### config.mk
export PLATFORM = sky130hd
export DESIGN_NAME = comparator_bist_flat
export DESIGN_NICKNAME = d
export VERILOG_FILES = /design/src/rtl/comparator_bist_pkg.sv /design/src/rtl/comparator_bist_if.sv /design/src/rtl/comparator_golden.sv /design/src/rtl/comparator_bist.sv /design/src/flat_wrapper.sv
export SDC_FILE = /design/constraint.sdc
export NUM_CORES = 1
export LEC_CHECK = 0
export ABC_CLOCK_PERIOD_IN_PS = 3300
export CORE_MARGIN = 2
export CORE_UTILIZATION = 49
export DETAILED_ROUTE_END_ITERATION = 8
export PLACE_DENSITY_LB_ADDON = 0.12
export SYNTH_ARGS = -nofsm -noshare
export SYNTH_HDL_FRONTEND = slang
export SYNTH_HIERARCHICAL = 1
export SYNTH_SLANG_ARGS = --single-unit
### constraint.sdc
create_clock -name clk -period 3.3 [get_ports clk]
set_input_delay 0.495 -clock clk [delete_from_list [all_inputs] [get_ports clk]]
set_output_delay 0.495 -clock clk [all_outputs]
set_load 0.005 [all_outputs]
### src/rtl/comparator_bist_pkg.sv
// rtl/comparator_bist_pkg.sv - shared state encoding and limits for the comparator BIST
package comparator_bist_pkg;

  // Controller states
  typedef enum logic [2:0] {
    IDLE  = 3'd0,
    APPLY = 3'd1,
    WAIT  = 3'd2,
    CHECK = 3'd3,
    DONE  = 3'd4
  } state_e;

  // Largest supported operand width and settle time
  localparam int MAX_WIDTH  = 4;
  localparam int MAX_SETTLE = 15;

  // Bits needed to hold a settle count up to MAX_SETTLE
  localparam int SETTLE_CNT_W = $clog2(MAX_SETTLE + 1);

endpackage

### src/rtl/comparator_bist_if.sv
// rtl/comparator_bist_if.sv - operand/response bus between the BIST and a comparator under test
interface comparator_bist_if #(
  parameter int WIDTH = 1
);
  logic [WIDTH-1:0] a;
  logic [WIDTH-1:0] b;
  logic             e;
  logic             g;
  logic             l;

  // BIST side drives operands and observes the response
  modport master (output a, output b, input e, input g, input l);
  // Comparator side consumes operands and drives the response
  modport slave  (input a, input b, output e, output g, output l);
endinterface

### src/rtl/comparator_golden.sv
// rtl/comparator_golden.sv - combinational unsigned reference comparator
module comparator_golden #(
  parameter int WIDTH = 1
) (
  input  logic [WIDTH-1:0] a_i,
  input  logic [WIDTH-1:0] b_i,
  output logic             e_o,
  output logic             g_o,
  output logic             l_o
);

  assign e_o = (a_i == b_i);
  assign g_o = (a_i >  b_i);
  assign l_o = (a_i <  b_i);

endmodule

### src/rtl/comparator_bist.sv
// rtl/comparator_bist.sv - exhaustive self-test of a comparator; COMPARATOR_BIST_FAILLOG_EN adds first-fail capture
module comparator_bist
  import comparator_bist_pkg::*;
#(
  parameter int WIDTH  = 1,
  parameter int SETTLE = 1
) (
  input  logic               clk,
  input  logic               rst,
  input  logic               start_i,
  output logic               busy_o,
  output logic               done_o,
  output logic               pass_o,
  output logic [2*WIDTH:0]   err_count_o,
`ifdef COMPARATOR_BIST_FAILLOG_EN
  output logic [WIDTH-1:0]   fail_a_o,
  output logic [WIDTH-1:0]   fail_b_o,
  output logic               fail_valid_o,
`endif
  comparator_bist_if.master  cmp
);

  localparam int VW = 2 * WIDTH;
  localparam int CW = SETTLE_CNT_W;
  localparam logic [VW-1:0] LAST_VEC = '1;

  localparam logic [2:0] ST_IDLE  = IDLE;
  localparam logic [2:0] ST_APPLY = APPLY;
  localparam logic [2:0] ST_WAIT  = WAIT;
  localparam logic [2:0] ST_CHECK = CHECK;
  localparam logic [2:0] ST_DONE  = DONE;

  logic [2:0]    state_q, state_d;
  logic [VW-1:0] idx_q, idx_d;
  logic [CW-1:0] cnt_q, cnt_d;
  logic [VW:0]   err_q, err_d;
  logic          pass_q, pass_d;

  logic [WIDTH-1:0] a_w, b_w;
  logic             gold_e, gold_g, gold_l;
  logic             mismatch;

`ifdef COMPARATOR_BIST_FAILLOG_EN
  logic [WIDTH-1:0] fail_a_q, fail_a_d;
  logic [WIDTH-1:0] fail_b_q, fail_b_d;
  logic             fail_valid_q, fail_valid_d;

  assign fail_a_o     = fail_a_q;
  assign fail_b_o     = fail_b_q;
  assign fail_valid_o = fail_valid_q;
`endif

  comparator_golden #(.WIDTH(WIDTH)) u_golden (
    .a_i (a_w),
    .b_i (b_w),
    .e_o (gold_e),
    .g_o (gold_g),
    .l_o (gold_l)
  );

  // Operands come straight from the vector index while a run is active, zero when idle
  always_comb begin
    a_w = '0;
    b_w = '0;
    if (state_q != ST_IDLE) begin
      {a_w, b_w} = idx_q;
    end
  end

  assign cmp.a    = a_w;
  assign cmp.b    = b_w;
  assign mismatch = ({cmp.e, cmp.g, cmp.l} != {gold_e, gold_g, gold_l});

  assign busy_o      = (state_q != ST_IDLE);
  assign done_o      = (state_q == ST_DONE);
  assign pass_o      = pass_q;
  assign err_count_o = err_q;

  // Next-state: walk every {a,b} vector, settle, then score the response
  always_comb begin
    state_d = state_q;
    idx_d   = idx_q;
    cnt_d   = cnt_q;
    err_d   = err_q;
    pass_d  = pass_q;
`ifdef COMPARATOR_BIST_FAILLOG_EN
    fail_a_d     = fail_a_q;
    fail_b_d     = fail_b_q;
    fail_valid_d = fail_valid_q;
`endif
    case (state_q)
      ST_IDLE: begin
        if (start_i) begin
          state_d = ST_APPLY;
          idx_d   = '0;
          err_d   = '0;
          pass_d  = 1'b0;
`ifdef COMPARATOR_BIST_FAILLOG_EN
          fail_a_d     = '0;
          fail_b_d     = '0;
          fail_valid_d = 1'b0;
`endif
        end
      end
      ST_APPLY: begin
        cnt_d   = CW'(SETTLE);
        state_d = (SETTLE > 0) ? ST_WAIT : ST_CHECK;
      end
      ST_WAIT: begin
        if (cnt_q <= CW'(1)) begin
          state_d = ST_CHECK;
        end else begin
          cnt_d = cnt_q - CW'(1);
        end
      end
      ST_CHECK: begin
        err_d = err_q + {{VW{1'b0}}, mismatch};
`ifdef COMPARATOR_BIST_FAILLOG_EN
        if (mismatch && !fail_valid_q) begin
          fail_a_d     = a_w;
          fail_b_d     = b_w;
          fail_valid_d = 1'b1;
        end
`endif
        if (idx_q == LAST_VEC) begin
          state_d = ST_DONE;
          // Verdict includes this final vector's increment
          pass_d  = (err_d == '0);
        end else begin
          idx_d   = idx_q + VW'(1);
          state_d = ST_APPLY;
        end
      end
      ST_DONE: begin
        state_d = ST_IDLE;
      end
      default: begin
        state_d = ST_IDLE;
      end
    endcase
  end

  // State registers with synchronous active-high reset
  always_ff @(posedge clk) begin
    if (rst) begin
      state_q <= ST_IDLE;
      idx_q   <= '0;
      cnt_q   <= '0;
      err_q   <= '0;
      pass_q  <= 1'b0;
`ifdef COMPARATOR_BIST_FAILLOG_EN
      fail_a_q     <= '0;
      fail_b_q     <= '0;
      fail_valid_q <= 1'b0;
`endif
    end else begin
      state_q <= state_d;
      idx_q   <= idx_d;
      cnt_q   <= cnt_d;
      err_q   <= err_d;
      pass_q  <= pass_d;
`ifdef COMPARATOR_BIST_FAILLOG_EN
      fail_a_q     <= fail_a_d;
      fail_b_q     <= fail_b_d;
      fail_valid_q <= fail_valid_d;
`endif
    end
  end

endmodule

### src/flat_wrapper.sv
// flat-port wrapper written by rule: the top's interface ports become plain ports
module comparator_bist_flat import comparator_bist_pkg::*;
#(
  parameter int WIDTH  = 1,
  parameter int SETTLE = 1
)
  (clk, rst, start_i, busy_o, done_o, pass_o, err_count_o, cmp_a, cmp_b, cmp_e, cmp_g, cmp_l);
  comparator_bist_if #(.WIDTH(WIDTH)) cmp_i ();
  input  logic clk;
  input  logic rst;
  input  logic start_i;
  output logic busy_o;
  output logic done_o;
  output logic pass_o;
  output logic [2*WIDTH:0] err_count_o;
  output wire logic [$bits(cmp_i.a)-1:0] cmp_a;
  output wire logic [$bits(cmp_i.b)-1:0] cmp_b;
  input wire logic [$bits(cmp_i.e)-1:0] cmp_e;
  input wire logic [$bits(cmp_i.g)-1:0] cmp_g;
  input wire logic [$bits(cmp_i.l)-1:0] cmp_l;
  assign cmp_a = cmp_i.a;
  assign cmp_b = cmp_i.b;
  assign cmp_i.e = cmp_e;
  assign cmp_i.g = cmp_g;
  assign cmp_i.l = cmp_l;
  comparator_bist #(.WIDTH(WIDTH), .SETTLE(SETTLE)) u_core (.clk(clk), .rst(rst), .start_i(start_i), .busy_o(busy_o), .done_o(done_o), .pass_o(pass_o), .err_count_o(err_count_o), .cmp(cmp_i));
endmodule
==> flow_summary.json <==
{
  "insertion_delay_ns": 0.27,
  "outcome": "finished clean",
  "synth_nets": 106,
  "synth_top_area_share_pct": 31.8,
  "syn_to_final_growth_pct": 19.1,
  "drv_slew": 0,
  "r2r_start": "u_core/state_q[1]",
  "core_um2": 1540,
  "cp_slowest_cell": "or3_2",
  "cts_resized": 0,
  "final_nets": 121,
  "totalWireLength_um": 1660,
  "cp-end-kind": "flop",
  "fmax_mhz": 370,
  "cp-startpoint": "u_core/state_q[1]",
  "fin_crit_ns": 2.71,
  "tns_ns": 0,
  "dr.pass1.iters": 4,
  "setup_ws_ns": 0.594,
  "ir_worst_vdd_mv": 0.250,
  "synth_edf_count": 0,
  "r2r_cells": 11,
  "cts.htree.levels": 1,
  "async_flop_share_pct": 0,
  "fin_hold_ws_ns": 0.507,
  "drive_gt1_share_pct": 11.2,
  "gp_congestion": 0.776,
  "yosys.area.top_type": "dfxtp_1",
  "rows": 14,
  "cts_tree": "yes",
  "fill_cells": 144,
  "vias": 718,
  "max_slew_margin_pct": 69.2,
  "path_class": "reg2reg",
  "start_util_pct": 53.1,
  "r2r_end": "u_core/pass_o",
  "hp-class": "reg2reg",
  "drtAntennaViolNets": 0,
  "fin_crit_sh_pct": 82.0,
  "die-width_um": 44.9,
  "clk_path_buf_depth": 2,
  "worstMarginPinSlew_ns": 0.460,
  "endpoint": "u_core/pass_o",
  "yosys-top-cells-area": "dfxtp_1, ha_1, a21oi_1",
  "path_depth": 11,
  "die_y_um": 44.9,
  "slowest_delay_ns": 0.51,
  "power_per_cell_area_nw_per_um2": 373,
  "syn_inst": 93,
  "num_antenna_cells": 0,
  "synth_flop_cell": "dfxtp_1",
  "power_leakage_nw": 0.361,
  "port_buffers": 13,
  "critical_path_buf_inv_count": 1,
  "ys_ff_latch": 13,
  "grt_usage_pct": 19.3,
  "power_mw": 0.364,
  "grt_max_degree": 16,
  "dp_hpwl_um": 1170,
  "crit_path_start_kind": "flop",
  "io_pins": 14,
  "grt_antenna_before_repair": 0,
  "critPathMaxFanout": 11,
  "final_cell_mix": "clkdlybuf4s50_1, dfxtp_1, a21oi_1, nor2_1",
  "clock_skew_ns": 0.00321,
  "cp_cell_sequence": "or3_2 -> and2_1 -> inv_1 -> ha_1 -> xnor2_1 -> nand3_1 -> ha_1 -> ha_1 -> nor4_1 -> mux2i_1 -> nor2_1",
  "cts_sinks": 13,
  "cts_root_buf": "clkbuf_4",
  "vias_per_cell": 5.84,
  "cp_common_cell": "ha_1",
  "crit_arrival_ns": 2.92,
  "rrSetupSlack_ns": 0.59,
  "cpLargestDelayFamily": "simple AND/OR/NAND/NOR gates",
  "setup_violations": 0,
  "overflow": 0,
  "maxCapViolations": 0,
  "ctsHoldBuffers": 0,
  "synth_area_um2": 818,
  "cts_made_buffers": 3,
  "seq_area_frac_synth_pct": 31.8,
  "post_cts_buffers": 0,
  "synth_cell_types": 35,
  "avgSynthCellArea_um2": 8.80,
  "critical_path_required_ns": 3.51,
  "dieArea_um2": 2010,
  "grt_pass1_vias": 645,
  "grt_pass1_wl_um": 2820,
  "initialDrtViolationCount": 39,
  "finalHoldViolations": 0,
  "pre_cts_ws_ns": 0.627,
  "synth_warnings": 6,
  "routedWlPerCell_um": 13.5,
  "clk_pin_slew_ns": 0.08,
  "rsz0062_at_grt": "no",
  "drc": 0
}
synth_stat cells, types with 2 or more instances:
library cell	number
ha_1	7
nor4_1	2
a21oi_1	10
nand2_1	5
inv_1	6
xor2_1	2
dfxtp_1	13
xnor2_1	4
nor3_1	7
nor2_1	9
nand3b_1	2
o22ai_1	2
and2_1	2
worst reg2reg max path: stages (launching register included):
cell and delay, ns:
dfxtp_1 0.41, or3_2 0.51, and2_1 0.20, inv_1 0.06, ha_1 0.23, xnor2_1 0.16, nand3_1 0.10, ha_1 0.19
ha_1 0.29, nor4_1 0.30, mux2i_1 0.11, nor2_1 0.09
sequential cells by signal (all words and copies together), names as in the netlist:
register            cells
u_core/cnt_q            4
u_core/err_count_o      3
u_core/state_q          3
u_core/idx_q            2
u_core/pass_o           1
area by class of cell:
type                    count  area, um2  area share, %
clock buffers               4       26.3           2.70
inverters                   6       22.5           2.31
multi-input cells          70        508           52.1
flip-flops and latches     13        260           26.7
well taps                  16       20.0           2.05
repair buffers             14        138           14.1
metrics by stage:
stage               util [%]  cells  area [um2]
detailed placement      61.5    119         948
CTS                     63.2    123         975
global placement        61.5    119         948
global route            63.2    123         975
finish                  63.2    123         975
floorplan                  -     93         818
worst min-delay path by stage:
stage	startpoint	endpoint	cells past startpoint
floorplan	u_core/cnt_q[2]	u_core/cnt_q[2]	2
global placement	u_core/cnt_q[2]	u_core/cnt_q[2]	2
detailed placement	u_core/cnt_q[2]	u_core/cnt_q[2]	2
CTS	u_core/cnt_q[2]	u_core/cnt_q[2]	2
global route	u_core/cnt_q[2]	u_core/cnt_q[2]	2
finish	u_core/cnt_q[2]	u_core/cnt_q[2]	2
cells by family after synthesis:
group / count (synthesis) / share of synthesized area, %
simple gates: 35 / 25.1
compound gates: 21 / 18.7
flops: 13 / 31.8
buf+inv: 10 / 6.12
fa+ha+maj: 7 / 10.7
xor+xnor: 6 / 6.42
mux: 1 / 1.22
metal layers:
layer / GRT usage, % / wire length [um] / up-vias
met2: 26.7 / 700 / 28
met3: 6.00 / 112 / 0
met1: 28.3 / 848 / 329
li1: - / - / 361
met4: 7.06 / 0 / 0
met5: 0 / 0 / -
power breakdown:
part | internal [mW] | switching, mW
clock network | 0.0468 | 0.0520
logic | 0.0474 | 0.0438
registers | 0.164 | 0.0100
total | 0.258 | 0.106
(Power assumes the default switching activity.)
